File: src/rtl/core_axi_arb.sv
// Unified-memory AXI-lite arbiter for the fetch and data ports.
// One transaction in flight; I vs D round-robin, D writes beat D reads.
module core_axi_arb #(
  parameter int AXI_AWIDTH = 32,
  parameter int AXI_DWIDTH = 32
) (
  input  logic                    CLK,
  input  logic                    NRST,

  input  logic [AXI_AWIDTH-1:0]   IMEM_AXI_ARADDR,
  input  logic                    IMEM_AXI_ARVALID,
  output logic                    IMEM_AXI_ARREADY,
  output logic [AXI_DWIDTH-1:0]   IMEM_AXI_RDATA,
  output logic [1:0]              IMEM_AXI_RRESP,
  output logic                    IMEM_AXI_RVALID,
  input  logic                    IMEM_AXI_RREADY,

  input  logic [AXI_AWIDTH-1:0]   HOST_AXI_AWADDR,
  input  logic                    HOST_AXI_AWVALID,
  output logic                    HOST_AXI_AWREADY,
  input  logic [AXI_DWIDTH-1:0]   HOST_AXI_WDATA,
  input  logic [AXI_DWIDTH/8-1:0] HOST_AXI_WSTRB,
  input  logic                    HOST_AXI_WVALID,
  output logic                    HOST_AXI_WREADY,
  output logic [1:0]              HOST_AXI_BRESP,
  output logic                    HOST_AXI_BVALID,
  input  logic                    HOST_AXI_BREADY,
  input  logic [AXI_AWIDTH-1:0]   HOST_AXI_ARADDR,
  input  logic                    HOST_AXI_ARVALID,
  output logic                    HOST_AXI_ARREADY,
  output logic [AXI_DWIDTH-1:0]   HOST_AXI_RDATA,
  output logic [1:0]              HOST_AXI_RRESP,
  output logic                    HOST_AXI_RVALID,
  input  logic                    HOST_AXI_RREADY,

  output logic [AXI_AWIDTH-1:0]   MEM_AXI_AWADDR,
  output logic                    MEM_AXI_AWVALID,
  input  logic                    MEM_AXI_AWREADY,
  output logic [AXI_DWIDTH-1:0]   MEM_AXI_WDATA,
  output logic [AXI_DWIDTH/8-1:0] MEM_AXI_WSTRB,
  output logic                    MEM_AXI_WVALID,
  input  logic                    MEM_AXI_WREADY,
  input  logic [1:0]              MEM_AXI_BRESP,
  input  logic                    MEM_AXI_BVALID,
  output logic                    MEM_AXI_BREADY,
  output logic [AXI_AWIDTH-1:0]   MEM_AXI_ARADDR,
  output logic                    MEM_AXI_ARVALID,
  input  logic                    MEM_AXI_ARREADY,
  input  logic [AXI_DWIDTH-1:0]   MEM_AXI_RDATA,
  input  logic [1:0]              MEM_AXI_RRESP,
  input  logic                    MEM_AXI_RVALID,
  output logic                    MEM_AXI_RREADY
);

  typedef enum logic [1:0] {
    IDLE,
    I_RD,
    D_RD,
    D_WR
  } state_t;

  localparam logic GNT_I = 1'b0;
  localparam logic GNT_D = 1'b1;

  state_t state, state_nxt;
  logic   last_grant, last_grant_nxt;
  logic   ar_done, ar_done_nxt;
  logic   aw_done, aw_done_nxt;
  logic   w_done, w_done_nxt;

  logic   d_req, grant_i;
  logic   ar_hs, aw_hs, w_hs;
  logic   r_hs, b_hs, wr_ok;

  assign d_req   = HOST_AXI_AWVALID | HOST_AXI_ARVALID;
  assign grant_i = IMEM_AXI_ARVALID &
                   (~d_req | (last_grant == GNT_D));

  assign ar_hs = MEM_AXI_ARVALID & MEM_AXI_ARREADY;
  assign aw_hs = MEM_AXI_AWVALID & MEM_AXI_AWREADY;
  assign w_hs  = MEM_AXI_WVALID & MEM_AXI_WREADY;
  assign r_hs  = MEM_AXI_RVALID & MEM_AXI_RREADY;
  assign b_hs  = MEM_AXI_BVALID & MEM_AXI_BREADY;

  // B may only be taken once both AW and W are in, this cycle or earlier
  assign wr_ok = (aw_done | aw_hs) & (w_done | w_hs);

  always_ff @(posedge CLK or negedge NRST) begin
    if (!NRST) begin
      state      <= IDLE;
      last_grant <= GNT_D;
      ar_done    <= 1'b0;
      aw_done    <= 1'b0;
      w_done     <= 1'b0;
    end else begin
      state      <= state_nxt;
      last_grant <= last_grant_nxt;
      ar_done    <= ar_done_nxt;
      aw_done    <= aw_done_nxt;
      w_done     <= w_done_nxt;
    end
  end

  always_comb begin
    state_nxt      = state;
    last_grant_nxt = last_grant;
    ar_done_nxt    = ar_done;
    aw_done_nxt    = aw_done;
    w_done_nxt     = w_done;
    unique case (state)
      IDLE: begin
        if (grant_i) begin
          state_nxt      = I_RD;
          last_grant_nxt = GNT_I;
        end else if (HOST_AXI_AWVALID) begin
          state_nxt      = D_WR;
          last_grant_nxt = GNT_D;
        end else if (HOST_AXI_ARVALID) begin
          state_nxt      = D_RD;
          last_grant_nxt = GNT_D;
        end
      end
      I_RD, D_RD: begin
        if (ar_hs) ar_done_nxt = 1'b1;
        if (r_hs) begin
          state_nxt   = IDLE;
          ar_done_nxt = 1'b0;
        end
      end
      D_WR: begin
        if (aw_hs) aw_done_nxt = 1'b1;
        if (w_hs)  w_done_nxt  = 1'b1;
        if (b_hs) begin
          state_nxt   = IDLE;
          aw_done_nxt = 1'b0;
          w_done_nxt  = 1'b0;
        end
      end
      default: state_nxt = IDLE;
    endcase
  end

  always_comb begin
    IMEM_AXI_ARREADY = 1'b0;
    IMEM_AXI_RDATA   = '0;
    IMEM_AXI_RRESP   = 2'b00;
    IMEM_AXI_RVALID  = 1'b0;
    HOST_AXI_AWREADY = 1'b0;
    HOST_AXI_WREADY  = 1'b0;
    HOST_AXI_BRESP   = 2'b00;
    HOST_AXI_BVALID  = 1'b0;
    HOST_AXI_ARREADY = 1'b0;
    HOST_AXI_RDATA   = '0;
    HOST_AXI_RRESP   = 2'b00;
    HOST_AXI_RVALID  = 1'b0;
    MEM_AXI_AWADDR   = '0;
    MEM_AXI_AWVALID  = 1'b0;
    MEM_AXI_WDATA    = '0;
    MEM_AXI_WSTRB    = '0;
    MEM_AXI_WVALID   = 1'b0;
    MEM_AXI_BREADY   = 1'b0;
    MEM_AXI_ARADDR   = '0;
    MEM_AXI_ARVALID  = 1'b0;
    MEM_AXI_RREADY   = 1'b0;
    unique case (state)
      IDLE: ;
      I_RD: begin
        MEM_AXI_ARADDR   = IMEM_AXI_ARADDR;
        MEM_AXI_ARVALID  = IMEM_AXI_ARVALID & ~ar_done;
        IMEM_AXI_ARREADY = MEM_AXI_ARREADY & ~ar_done;
        IMEM_AXI_RDATA   = MEM_AXI_RDATA;
        IMEM_AXI_RRESP   = MEM_AXI_RRESP;
        IMEM_AXI_RVALID  = MEM_AXI_RVALID;
        MEM_AXI_RREADY   = IMEM_AXI_RREADY;
      end
      D_RD: begin
        MEM_AXI_ARADDR   = HOST_AXI_ARADDR;
        MEM_AXI_ARVALID  = HOST_AXI_ARVALID & ~ar_done;
        HOST_AXI_ARREADY = MEM_AXI_ARREADY & ~ar_done;
        HOST_AXI_RDATA   = MEM_AXI_RDATA;
        HOST_AXI_RRESP   = MEM_AXI_RRESP;
        HOST_AXI_RVALID  = MEM_AXI_RVALID;
        MEM_AXI_RREADY   = HOST_AXI_RREADY;
      end
      D_WR: begin
        MEM_AXI_AWADDR   = HOST_AXI_AWADDR;
        MEM_AXI_AWVALID  = HOST_AXI_AWVALID & ~aw_done;
        HOST_AXI_AWREADY = MEM_AXI_AWREADY & ~aw_done;
        MEM_AXI_WDATA    = HOST_AXI_WDATA;
        MEM_AXI_WSTRB    = HOST_AXI_WSTRB;
        MEM_AXI_WVALID   = HOST_AXI_WVALID & ~w_done;
        HOST_AXI_WREADY  = MEM_AXI_WREADY & ~w_done;
        HOST_AXI_BRESP   = MEM_AXI_BRESP;
        HOST_AXI_BVALID  = MEM_AXI_BVALID & wr_ok;
        MEM_AXI_BREADY   = HOST_AXI_BREADY & wr_ok;
      end
      default: ;
    endcase
  end

endmodule

File: config.mk
export PLATFORM = sky130hd
export DESIGN_NAME = core_axi_arb
export DESIGN_NICKNAME = d
export VERILOG_FILES = /design/src/rtl/core_axi_arb.sv
export SDC_FILE = /design/constraint.sdc
export NUM_CORES = 1
export LEC_CHECK = 0
export CORE_AREA = 2 2 141 143
export CTS_BUF_LIST = sky130_fd_sc_hd__clkbuf_16
export DETAILED_ROUTE_END_ITERATION = 16
export DIE_AREA = 0 0 143 145
export PLACE_DENSITY = 0.55
export RECOVER_POWER = 50
export SLEW_MARGIN = 20
export SYNTH_ARGS = -nofsm -noshare
export SYNTH_HDL_FRONTEND = slang
export SYNTH_SLANG_ARGS = --single-unit
export TNS_END_PERCENT = 50
File: constraint.sdc
create_clock -name CLK -period 4.6 [get_ports CLK]
set_input_delay 1.15 -clock CLK [delete_from_list [all_inputs] [get_ports CLK]]
set_output_delay 1.15 -clock CLK [all_outputs]
set_load 0.1 [all_outputs]
# Word level (Yosys, flattened, before mapping)
# Index checks and enable logic that the tools add are counted.
[totals]
register_bits = 6
latch_bits = 0
ramBits = 0
mem_bits_ro = 0
in_bits = 182
memories = 0
[op_classes]
n_addsub = 0
mul = 0
div_mod_pow = 0
order_cmp = 0
n_eq_ne = 6
shifts = 0
muxes = 36
bitwise = 24
n_reduce_logical = 11
[ops]
columns = ["operator", "count"]
rows = [
  ["$mux 32", 4],
  ["$pmux 32 s2", 1],
  ["$mux 1", 19],
  ["$and 1x1->1", 16],
  ["$mux 2", 8],
  ["$reduce_and 2->1", 4],
  ["$pmux 2 s3", 1],
  ["$reduce_bool 2->1", 3],
  ["$eq 2x2->1 const B", 2],
  ["$mux 4", 1],
  ["$ne 2x2->1 const B", 2],
  ["$ne 4x4->1 const B", 1],
  ["$not 1->1", 4],
  ["$or 1x1->1", 4],
  ["$pmux 1 s2", 2],
  ["$reduce_and 3->1", 1],
  ["$reduce_bool 3->1", 1],
  ["$eq 2x1->1 const B", 1],
  ["$logic_not 2->1", 1],
  ["$reduce_or 2->1", 1],
]

# Logic depth before layout (Yosys ltp)
[depth]
depth_word = 11
ltp_mapped = 7
mapped_depth_nobuf = 6

# Least setup slack after synthesis
# Ideal clock, no wire load.
[synth_path]
path_type = "input port to output port"
startpoint = "input HOST_AXI_ARVALID"
endpoint = "output MEM_AXI_ARVALID"
arrival_time_ns = 3.455
required_time_ns = 3.450
slack_ns = -0.005
cell_stages = 2
n_path_buf = 0
path_cell_list = "mux2i_1 -> nor3b_1"
[synth_via]
elab_chain_cells = 2
[synth_lines]
columns = ["item", "line_no", "rtl"]
rows = [
  ["start, declared", "29", "input logic HOST_AXI_ARVALID,"],
  ["$and 1x1->1", "178", "MEM_AXI_ARVALID = HOST_AXI_ARVALID & ~ar_done;"],
  ["$pmux 1 s2", "165", "unique case (state)"],
  ["end, declared", "47", "output logic MEM_AXI_ARVALID,"],
]
# Every way passes these cells.

# Final worst setup path
[layout_path]
startpoint = "register state[1]"
endpoint = "output IMEM_AXI_RDATA[10]"
[layout_via]
elab_chain_cells = 2
[layout_lines]
columns = ["item", "line_no", "rtl"]
rows = [
  ["start, declared", "65", "state_t state, state_nxt;"],
  ["start signal, assigned", "96", "state <= state_nxt;"],
  ["$eq 2x1->1", "165", ""],
  ["$mux 32", "165", ""],
  ["end, declared", "13", "output logic [AXI_DWIDTH-1:0] IMEM_AXI_RDATA,"],
]
# Every way passes these cells.

==> results_dict.tcl <==
set metrics [dict create \
    status "finished clean" \
    fin_setup_tns_ns 0 \
    path_class "reg2out" \
    wl_per_cell_um 14.9 \
    synth_common_cells "and2_1, a22oi_1, nor2b_1" \
    synth_ff_type "dfrtp_1" \
    synth-warning-count 0 \
    slew_violations 0 \
    hold_violations 0 \
    fp.dieH_um 145 \
    rrSetupSlack_ns 1.83 \
    rsz0062_at_grt "no" \
    diodes 0 \
    min_path_type "reg2reg" \
    worstSetupEndpointType "output port" \
    fmaxAchievable_ghz 0.254 \
    hold_depth 1 \
    ios 364 \
    syn_avg_cell_area_um2 6.77 \
    max_slew_margin_pct 0.902 \
    start_kind "register" \
    grt_max_degree 61 \
    cts_buffer_depth 2 \
    place_congestion 0.740 \
    ys_types 28 \
    syn_nets 474 \
    antenna_left 0 \
    synthCells 287 \
    drt_iter0_drc 83 \
    cts.clk_slew.worst_paths_ns 0.04 \
    fin_nets 821 \
    worstSkewPairLatency_ns 0.23 \
    cts-root-buf "clkbuf_16" \
    cp.required_ns 3.45 \
    core-area_mm2 0.0192 \
    drv_cap 0 \
    track_usage_pct 11.7 \
    die_w_um 143 \
    hold_ws_ns 0.576 \
    dp_hpwl_mm 11.4 \
    synth-seq-area-share_pct 7.80 \
    route.detailed.drc 0 \
    cts_hold_buf 0 \
    ys_top_cells_by_area "and2_1, a22oi_1, nor2b_1, dfrtp_1, clkbuf_1" \
    post_cts.repair.setup_buffers 0 \
    fin_crit_sh_pct 85.6 \
    numPortBuffers 363 \
    reg2reg_from "state[1]$_DFFE_PN0P_" \
    ys_async_sr_fraction_pct 100 \
    syn2layout_area_growth_pct 169 \
    ctsResizeCount 0 \
    drt_pass1_iterations 4 \
    synth_fa_ha_area_share_pct 3.22 \
    synth.most_common_cell "and2_1" \
    clock-sinks 6 \
    synth-seq-cells 6 \
    cts_buffers 3 \
    initial_core_util_pct 10.1 \
    fin_crit_ns 3.94 \
    synth-compound-area-share_pct 18.6 \
    synth_edf_count 0 \
    grt_pass1_vias 3407 \
    cp_max_fo 49 \
    finalSetupViolCount 0 \
    worst_slew_pin_slew_ns 1.49 \
    syn_area_mm2 0.00194 \
    ff2ff_path_depth 6 \
    h-tree-depth 1 \
    grt-ovfl-total 0 \
    yosys.area_share.simple_pct 62.4 \
    num_vias 3305 \
    rr_endpoint "state[0]$_DFFE_PN0P_" \
    avgViaCountPerCell 3.68 \
    die-area_mm2 0.0207 \
    cp.arrival_ns 2.79 \
    yosys.area.top_type_share_pct 45.1 \
    tritoncts "done" \
    hold_start "last_grant$_DFFE_PN1P_" \
    antenna_found_initial 0 \
    design_area_mm2 0.00523 \
    grt_pass1_wl_mm 19.1 \
    wirelength_mm 13.4 \
    synthMuxAreaShare_pct 1.55 \
    yosys.area.top_type "and2_1" \
    synth_top_family_by_area "simple AND/OR/NAND/NOR gates" \
    row_count 51 \
    min_to "last_grant$_DFFE_PN1P_" \
    synth_xor_area_share_pct 0 \
    clock_skew_ns 0.00406 \
    placed_cell_area_mm2 0.00542 \
    drive_above_1_share_pct 26.2 \
]
[cell usage in the layout (no fill, tap or decap), drive strengths merged]
cell type and instances:
a21oi 7, a21boi 1, dfrtp 5, nor3 1, nand2b 1, and3b 4
o21ai 2, a31oi 2, nor2 6, and2 140, and4bb 1, nor3b 1
nor4b 1, nand2 3, dfstp 1, nand3b 1, a22o 1, a22oi 33
o21a 1, buf 111, clkbuf 80, dlygate4sd3 3, mux2i 3, clkdlybuf4s50 178
inv 7, ha 5, a2111oi 1, nor2b 33
[per-stage QoR]
step,setup WS (ns),util (%),cells
6_report,0.664,27.2,898
5_1_grt,0.451,27.2,898
4_1_cts,0.925,28.6,898
3_5_place_dp,0.935,28.2,894
3_3_place_gp,0.949,28.2,894
2_1_floorplan,0.153,-,287
[worst max-delay path by stage]
stage / from / end / slack [ns] / cells after the start
after floorplan: MEM_AXI_WREADY / MEM_AXI_BREADY / 0.15 / 2
after global placement: HOST_AXI_AWVALID / HOST_AXI_BVALID / 0.95 / 5
after detailed placement: HOST_AXI_AWVALID / HOST_AXI_BVALID / 0.93 / 5
after CTS: HOST_AXI_AWVALID / HOST_AXI_BVALID / 0.92 / 5
after global routing: state[1]$_DFFE_PN0P_ / IMEM_AXI_RDATA[3] / 0.45 / 5
final: state[1]$_DFFE_PN0P_ / IMEM_AXI_RDATA[10] / 0.66 / 5
[area by class of cell]
| cell class | count | area [µm²] |
|---|---|---|
| Fill cell | 2155 | 14000 |
| Timing Repair Buffer | 369 | 3010 |
| Multi-Input combinational cell | 248 | 1640 |
| Tap cell | 265 | 332 |
| Sequential cell | 6 | 151 |
| Clock buffer | 3 | 75.1 |
| Inverter | 6 | 22.5 |
| Clock inverter | 1 | 3.75 |
[sequential cells by signal, summed over array words and instances (netlist names)]
register,count
ar_done,1
aw_done,1
last_grant,1
state,2
w_done,1
[metal layers]
metal  up-vias  track usage (%)  part of all wire, %
met4         0             1.04                 0.30
met2       216             22.5                   51
met3         2             2.90                   10
li1       1624                -                    -
met5         -                0                    0
met1      1463             13.4                   38
[critical path, cell delays in order (launching register included)]
cell      delay [ns]
dfrtp_1         0.39
inv_1           0.12
ha_1            0.70
buf_12          0.30
and2_1          0.16
clkbuf_1        0.86
[cells by family (layout without fill, tap and decap cells)]
logic type	after synthesis	in the layout
compound gates	48	48
simple gates	192	192
flops	6	6
fa+ha+maj	5	5
mux	3	3
buf+inv	33	379
Power is left out: the tool's default activity adds up to more than one toggle a clock period on the data nets, which glitch-free logic cannot reach.
